===== config.mk =====
export PLATFORM = sky130hd
export DESIGN_NAME = uart_tx_frame_flat
export DESIGN_NICKNAME = d
export VERILOG_FILES = /design/src/rtl/uart_tx_frame_if.sv /design/src/rtl/uart_tx_frame.sv /design/src/flat_wrapper.sv
export SDC_FILE = /design/constraint.sdc
export NUM_CORES = 1
export LEC_CHECK = 0
export CORE_MARGIN = 2
export CORE_UTILIZATION = 46
export CTS_CLUSTER_DIAMETER = 100
export DETAILED_ROUTE_END_ITERATION = 7
export GPL_ROUTABILITY_DRIVEN = 0
export PLACE_DENSITY = 0.73
export SLEW_MARGIN = 20
export SYNTH_ARGS = -nofsm -noshare
export SYNTH_HDL_FRONTEND = slang
export SYNTH_SLANG_ARGS = --single-unit

===== constraint.sdc =====
create_clock -name CLK -period 1.5 [get_ports CLK]
set_input_delay 0.375 -clock CLK [delete_from_list [all_inputs] [get_ports CLK]]
set_output_delay 0.375 -clock CLK [all_outputs]
set_load 0.02 [all_outputs]

===== src/rtl/uart_tx_frame_if.sv =====
// Byte-in / serial-out bundle for the UART transmitter.
// master = byte source, slave = transmitter.
interface uart_tx_frame_if #(
  parameter int DATA_WIDTH = 8
);
  logic [DATA_WIDTH-1:0] p_data;
  logic                  data_valid;
  logic                  par_en;
  logic                  par_typ;
  logic                  tx_out;
  logic                  busy;

  modport master (
    output p_data, data_valid,
    output par_en, par_typ,
    input  tx_out, busy
  );

  modport slave (
    input  p_data, data_valid,
    input  par_en, par_typ,
    output tx_out, busy
  );
endinterface


===== src/rtl/uart_tx_frame.sv =====
// UART frame serializer: start, LSB-first data, optional parity, stop.
// One bit per CLK; tx_out and busy come straight from flops.
module uart_tx_frame #(
  parameter int DATA_WIDTH = 8
) (
  input  logic CLK,
  input  logic RST,
  uart_tx_frame_if.slave bus
);
  localparam int CW =
    (DATA_WIDTH > 1) ? $clog2(DATA_WIDTH) : 1;
  localparam logic [CW-1:0] LAST = CW'(DATA_WIDTH - 1);

  typedef enum logic [2:0] {
    IDLE, START, DATA, PARITY, STOP
  } state_t;

  state_t                state_q, state_d;
  logic [DATA_WIDTH-1:0] shift_q, shift_d;
  logic [CW-1:0]         cnt_q, cnt_d;
  logic                  par_en_q, par_en_d;
  logic                  par_bit_q, par_bit_d;
  logic                  tx_q, tx_d;
  logic                  busy_q, busy_d;
  logic                  accept;

  always_ff @(posedge CLK or negedge RST) begin
    if (!RST) begin
      state_q   <= IDLE;
      shift_q   <= '0;
      cnt_q     <= '0;
      par_en_q  <= 1'b0;
      par_bit_q <= 1'b0;
      tx_q      <= 1'b1;
      busy_q    <= 1'b0;
    end else begin
      state_q   <= state_d;
      shift_q   <= shift_d;
      cnt_q     <= cnt_d;
      par_en_q  <= par_en_d;
      par_bit_q <= par_bit_d;
      tx_q      <= tx_d;
      busy_q    <= busy_d;
    end
  end

  // tx_d is the bit that goes on the line during state_d.
  always_comb begin
    state_d   = state_q;
    shift_d   = shift_q;
    cnt_d     = cnt_q;
    par_en_d  = par_en_q;
    par_bit_d = par_bit_q;
    tx_d      = tx_q;
    accept    = 1'b0;

    unique case (state_q)
      IDLE: begin
        tx_d   = 1'b1;
        accept = bus.data_valid;
      end
      START: begin
        state_d = DATA;
        cnt_d   = '0;
        tx_d    = shift_q[0];
        shift_d = shift_q >> 1;
      end
      DATA: begin
        if (cnt_q == LAST) begin
          if (par_en_q) begin
            state_d = PARITY;
            tx_d    = par_bit_q;
          end else begin
            state_d = STOP;
            tx_d    = 1'b1;
          end
        end else begin
          cnt_d   = cnt_q + 1'b1;
          tx_d    = shift_q[0];
          shift_d = shift_q >> 1;
        end
      end
      PARITY: begin
        state_d = STOP;
        tx_d    = 1'b1;
      end
      STOP: begin
        state_d = IDLE;
        tx_d    = 1'b1;
        accept  = bus.data_valid;
      end
      default: begin
        state_d = IDLE;
        tx_d    = 1'b1;
      end
    endcase

    if (accept) begin
      state_d   = START;
      shift_d   = bus.p_data;
      par_en_d  = bus.par_en;
      par_bit_d = (^bus.p_data) ^ bus.par_typ;
      tx_d      = 1'b0;
    end

    busy_d = (state_d != IDLE);
  end

  assign bus.tx_out = tx_q;
  assign bus.busy   = busy_q;
endmodule


===== src/flat_wrapper.sv =====
// flat-port wrapper written by rule: the top's interface ports become plain ports
module uart_tx_frame_flat 
#(
  parameter int DATA_WIDTH = 8
)
  (CLK, RST, bus_p_data, bus_data_valid, bus_par_en, bus_par_typ, bus_tx_out, bus_busy);
  uart_tx_frame_if #(.DATA_WIDTH(DATA_WIDTH)) bus_i ();
  input  logic CLK;
  input  logic RST;
  input wire logic [$bits(bus_i.p_data)-1:0] bus_p_data;
  input wire logic [$bits(bus_i.data_valid)-1:0] bus_data_valid;
  input wire logic [$bits(bus_i.par_en)-1:0] bus_par_en;
  input wire logic [$bits(bus_i.par_typ)-1:0] bus_par_typ;
  output wire logic [$bits(bus_i.tx_out)-1:0] bus_tx_out;
  output wire logic [$bits(bus_i.busy)-1:0] bus_busy;
  assign bus_i.p_data = bus_p_data;
  assign bus_i.data_valid = bus_data_valid;
  assign bus_i.par_en = bus_par_en;
  assign bus_i.par_typ = bus_par_typ;
  assign bus_tx_out = bus_i.tx_out;
  assign bus_busy = bus_i.busy;
  uart_tx_frame #(.DATA_WIDTH(DATA_WIDTH)) u_core (.CLK(CLK), .RST(RST), .bus(bus_i));
endmodule

==> metrics.txt <==
# TYPE chip_impl_metric gauge
chip_impl_metric{name="fmax",unit="GHz"} 0.6497
chip_impl_metric{name="start_util",unit="%"} 48.00
chip_impl_metric{name="static-leakage-power",unit="nW"} 0.5942
chip_impl_metric{name="number_of_failing_hold_endpoints_at_the_final_stage",unit=""} 0
chip_impl_metric{name="port_buffers",unit=""} 14
chip_impl_metric{name="period_needed",unit="ns"} 1.539
chip_impl_info{name="synth_largest_area_cell",value="sky130_fd_sc_hd__dfrtp_1"} 1
chip_impl_metric{name="required",unit="ns"} 1.70
chip_impl_metric{name="route.final.wire_length",unit="mm"} 2.034
chip_impl_info{name="ctsRootBufferMaster",value="sky130_fd_sc_hd__clkbuf_4"} 1
chip_impl_metric{name="post-dp-hpwl",unit="mm"} 1.367
chip_impl_metric{name="postSynthRegisterBits",unit=""} 18
chip_impl_metric{name="floorplan_die_width",unit="um"} 49.02
chip_impl_metric{name="drt_pre_antenna_iters",unit=""} 3
chip_impl_metric{name="finish.net_count",unit=""} 132
chip_impl_metric{name="design_power_total",unit="mW"} 2.348
chip_impl_metric{name="post_synth_num_cell_types",unit=""} 25
chip_impl_metric{name="final_critical_path_setup_slack",unit="ns"} -0.03920
chip_impl_metric{name="antenna_violating_nets_post_route",unit=""} 0
chip_impl_info{name="reg2reg_launch_point",value="u_core.cnt_q[1]$_DFFE_PN0P_"} 1
chip_impl_metric{name="io_pins",unit=""} 15
chip_impl_metric{name="utilization",unit="%"} 66.69
chip_impl_info{name="worstSetupPathType",value="register to register"} 1
chip_impl_info{name="unrepaired_setup_endpoints_after_global_routing",value="yes"} 1
chip_impl_metric{name="fin_worst_skew",unit="ns"} 0.001958
chip_impl_metric{name="grt_antenna_before_repair",unit=""} 0
chip_impl_metric{name="avgRoutedWirePerCell",unit="um"} 14.22
chip_impl_metric{name="post_synth_inst_count",unit=""} 85
chip_impl_metric{name="numCtsBuffers",unit=""} 3
chip_impl_metric{name="yosysWarningCount",unit=""} 0
chip_impl_metric{name="finalHoldWorstSlack",unit="ns"} 0.3939
chip_impl_metric{name="register_area",unit="sq um"} 451.7
chip_impl_metric{name="synth_area",unit="sq um"} 932.1
chip_impl_metric{name="clkSlewWorstSetupHoldPaths",unit="ns"} 0.10
chip_impl_metric{name="grt_start_max_net_pins",unit=""} 19
chip_impl_metric{name="ys_async_sr_fraction",unit="%"} 100.0
chip_impl_metric{name="cts.sinks",unit=""} 18
chip_impl_info{name="worst_setup_path_end_kind",value="register"} 1
chip_impl_info{name="critPathLaunchType",value="register"} 1
chip_impl_info{name="synth.top_cells.by_area",value="sky130_fd_sc_hd__dfrtp_1 46%, sky130_fd_sc_hd__mux2i_1 7.5%, sky130_fd_sc_hd__o21ai_0 5.9%"} 1
chip_impl_metric{name="crit_arrival",unit="ns"} 1.74
chip_impl_info{name="most_frequently_used_flop_master_after_synthesis",value="sky130_fd_sc_hd__dfrtp_1"} 1
chip_impl_metric{name="area_growth_syn_to_layout",unit="%"} 38.93
chip_impl_metric{name="grt.met2_usage",unit="%"} 30.59
chip_impl_metric{name="relSlewSlack",unit="%"} 81.57
chip_impl_metric{name="maxCapViolCount",unit=""} 0
chip_impl_metric{name="via_count",unit=""} 737
chip_impl_metric{name="num_rows",unit=""} 16
chip_impl_metric{name="r2r_cells",unit=""} 6
chip_impl_metric{name="core_area",unit="sq um"} 1942
chip_impl_metric{name="grt_first_pass_wirelength",unit="mm"} 3.491
chip_impl_metric{name="seq_area_frac_synth",unit="%"} 48.46
chip_impl_info{name="hp-class",value="input pin to asynchronous set/reset pin"} 1
chip_impl_info{name="yosys.cell_count.top_type",value="sky130_fd_sc_hd__dfrtp_1"} 1
chip_impl_metric{name="drive_above_1_share",unit="%"} 31.03
chip_impl_metric{name="report.final.slew_viol_count",unit=""} 0
chip_impl_metric{name="die-height",unit="um"} 49.02
chip_impl_metric{name="synth_nets",unit=""} 100
chip_impl_metric{name="period_share",unit="%"} 102.6
chip_impl_metric{name="antenna-diode-count",unit=""} 0
chip_impl_metric{name="tightestPinTransition",unit="ns"} 0.2760
chip_impl_info{name="worstReg2RegEnd",value="u_core.shift_q[7]$_DFFE_PN0P_"} 1
chip_impl_metric{name="pwr_density_cell",unit="nW/um^2"} 1813
chip_impl_metric{name="num-fill-cells",unit=""} 144
chip_impl_metric{name="gr-usage-all-layers",unit="%"} 19.42
chip_impl_metric{name="crit_path_max_fanout",unit=""} 5
chip_impl_metric{name="htree_num_levels",unit=""} 1
chip_impl_info{name="clock_tree_from_tritoncts",value="yes"} 1
chip_impl_metric{name="cts-root-to-sink-buffers",unit=""} 2
chip_impl_metric{name="syn-mean-instance-area",unit="sq um"} 10.97
chip_impl_metric{name="timing.final.setup_violations",unit=""} 6
chip_impl_metric{name="reg2reg_setup_slack",unit="ns"} -0.04
chip_impl_info{name="post_synth_most_frequent_cells",value="17 x sky130_fd_sc_hd__dfrtp_1, 11 x sky130_fd_sc_hd__nand2_1, 11 x sky130_fd_sc_hd__o21ai_0"} 1
chip_impl_metric{name="fp.dieArea",unit="sq um"} 2402
chip_impl_metric{name="drcViolationCount",unit=""} 0
chip_impl_metric{name="grt_remaining_overflow",unit=""} 0
chip_impl_metric{name="synth_edf_count",unit=""} 0
chip_impl_info{name="result_of_the_run",value="finished, violations left"} 1
chip_impl_metric{name="groute.layer.met1.usage",unit="%"} 25.10
chip_impl_metric{name="grt_pass1_vias",unit=""} 721
chip_impl_info{name="failing_checks",value="negative setup slack"} 1
chip_impl_metric{name="multi_input_comb_area",unit="sq um"} 511.7
chip_impl_metric{name="use_met3",unit="%"} 3.681
chip_impl_metric{name="worst_ir_drop_vdd",unit="mV"} 0.8895
chip_impl_metric{name="post_drt_via_cell_ratio",unit=""} 5.154
chip_impl_info{name="grt_most_used_layer",value="met2"} 1
chip_impl_metric{name="post-synth-top-area-fraction",unit="%"} 45.64
chip_impl_metric{name="clk-insertion-delay-late",unit="ns"} 0.30
chip_impl_metric{name="dr.first_iter.drc_count",unit=""} 7
chip_impl_metric{name="cts_hold_buffers",unit=""} 0
[logic make-up (layout without fill, tap and decap cells)]
| kind of cell | count (synthesis) | after routing | share of synthesized area (%) |
|---|---|---|---|
| DFF | 18 | 18 | 48.46 |
| muxes | 8 | 8 | 8.725 |
| xor gates and xnor gates | 7 | 7 | 8.053 |
| and+or+nand+nor | 22 | 22 | 11.81 |
| adders and majority gates | 2 | 2 | 2.684 |
| AOI/OAI and AO/OA | 22 | 22 | 15.70 |
| buffers and inverters | 6 | 37 | 4.564 |
[area by class of cell]
| type | count | area share (%) |
|---|---|---|
| well taps | 27 | 2.609 |
| clock buffers | 4 | 2.029 |
| inverters | 2 | 0.5797 |
| multi-input cells | 61 | 39.52 |
| flip-flops and latches | 18 | 34.88 |
| repair buffers | 31 | 20.39 |
[metal layers]
metal | part of all wire, % | wire length, um
met5 | 0 | 0
met4 | 2.2 | 44
met3 | 2.8 | 56
met2 | 50 | 1009
met1 | 45 | 922
[where the power goes]
| part | total [mW] | internal [mW] | leakage, nW | switching, mW |
|---|---|---|---|---|
| Clock | 0.257 | 0.104 | 0.0150 | 0.153 |
| Sequential | 0.862 | 0.703 | 0.227 | 0.160 |
| Combinational | 1.23 | 0.650 | 0.352 | 0.580 |
[registers in the layout, indices dropped and copies added, names as in the netlist]
name               cells
u_core.shift_q         8
u_core.cnt_q           3
u_core.state_q         3
u_core.bus.busy        1
u_core.bus.tx_out      1
u_core.par_bit_q       1
u_core.par_en_q        1
[critical path: stages, from the launching register on]
cell,delay [ns]
sky130_fd_sc_hd__dfrtp_1,0.43
sky130_fd_sc_hd__ha_4,0.19
sky130_fd_sc_hd__ha_4,0.17
sky130_fd_sc_hd__nor3b_4,0.20
sky130_fd_sc_hd__a211oi_2,0.12
sky130_fd_sc_hd__buf_4,0.16
sky130_fd_sc_hd__a22o_1,0.17
[cells in the final DEF (no fill, tap or decap), drive strengths merged]
cell | Yosys | layout
nor3 | 1 | 1
xor2 | 2 | 2
dfstp | 1 | 1
ha | 2 | 2
nand2 | 11 | 11
mux2 | 1 | 1
a22o | 6 | 6
nor2 | 2 | 2
a211oi | 1 | 1
nor2b | 2 | 2
and2b | 1 | 1
xnor3 | 1 | 1
dfrtp | 17 | 17
a21oi | 2 | 2
clkbuf | 0 | 5
dlygate4sd2 | 0 | 1
clkdlybuf4s50 | 0 | 10
dlymetal6s2s | 0 | 2
nor3b | 4 | 4
inv | 2 | 2
xnor2 | 4 | 4
buf | 4 | 17
nand4 | 1 | 1
mux2i | 7 | 7
o221a | 1 | 1
o21ai | 12 | 12
[how the worst max path moves through the flow]
stage,slack (ns),from,depth (start not counted),endpoint
CTS,-0.05,u_core.cnt_q[0]$_DFFE_PN0P_,6,u_core.shift_q[7]$_DFFE_PN0P_
finish,-0.04,u_core.cnt_q[1]$_DFFE_PN0P_,6,u_core.shift_q[7]$_DFFE_PN0P_
detailed placement,-0.33,bus_p_data[2],5,u_core.par_bit_q$_DFFE_PN0P_
global route,-0.1,u_core.cnt_q[0]$_DFFE_PN0P_,6,u_core.shift_q[7]$_DFFE_PN0P_
global placement,-0.30,bus_p_data[2],5,u_core.par_bit_q$_DFFE_PN0P_
floorplan,0.03,u_core.cnt_q[0]$_DFFE_PN0P_,7,u_core.shift_q[0]$_DFFE_PN0P_
[per-stage QoR]
step | setup slack [ns] | instances | setup TNS (ns) | cell area (sq um)
final | -0.03920 | 143 | -0.09960 | 1295
after global routing | -0.09972 | 143 | -0.6435 | 1295
after CTS | -0.05245 | 142 | -0.1175 | 1245
after detailed placement | -0.3265 | 135 | -1.843 | 1181
after global placement | -0.3006 | 135 | -1.798 | 1181
after floorplan | 0.02825 | 85 | 0 | 939.7
[timing repair]
| item | CTS | global route |
|---|---|---|
| gates cloned | 1 | 0 |
| resized for setup | 13 | 14 |
| setup endpoints to repair | 13 | 14 |
| buffers inserted | 2 | 1 |
| pin swaps | 5 | 9 |
(Power assumes the default switching activity.)
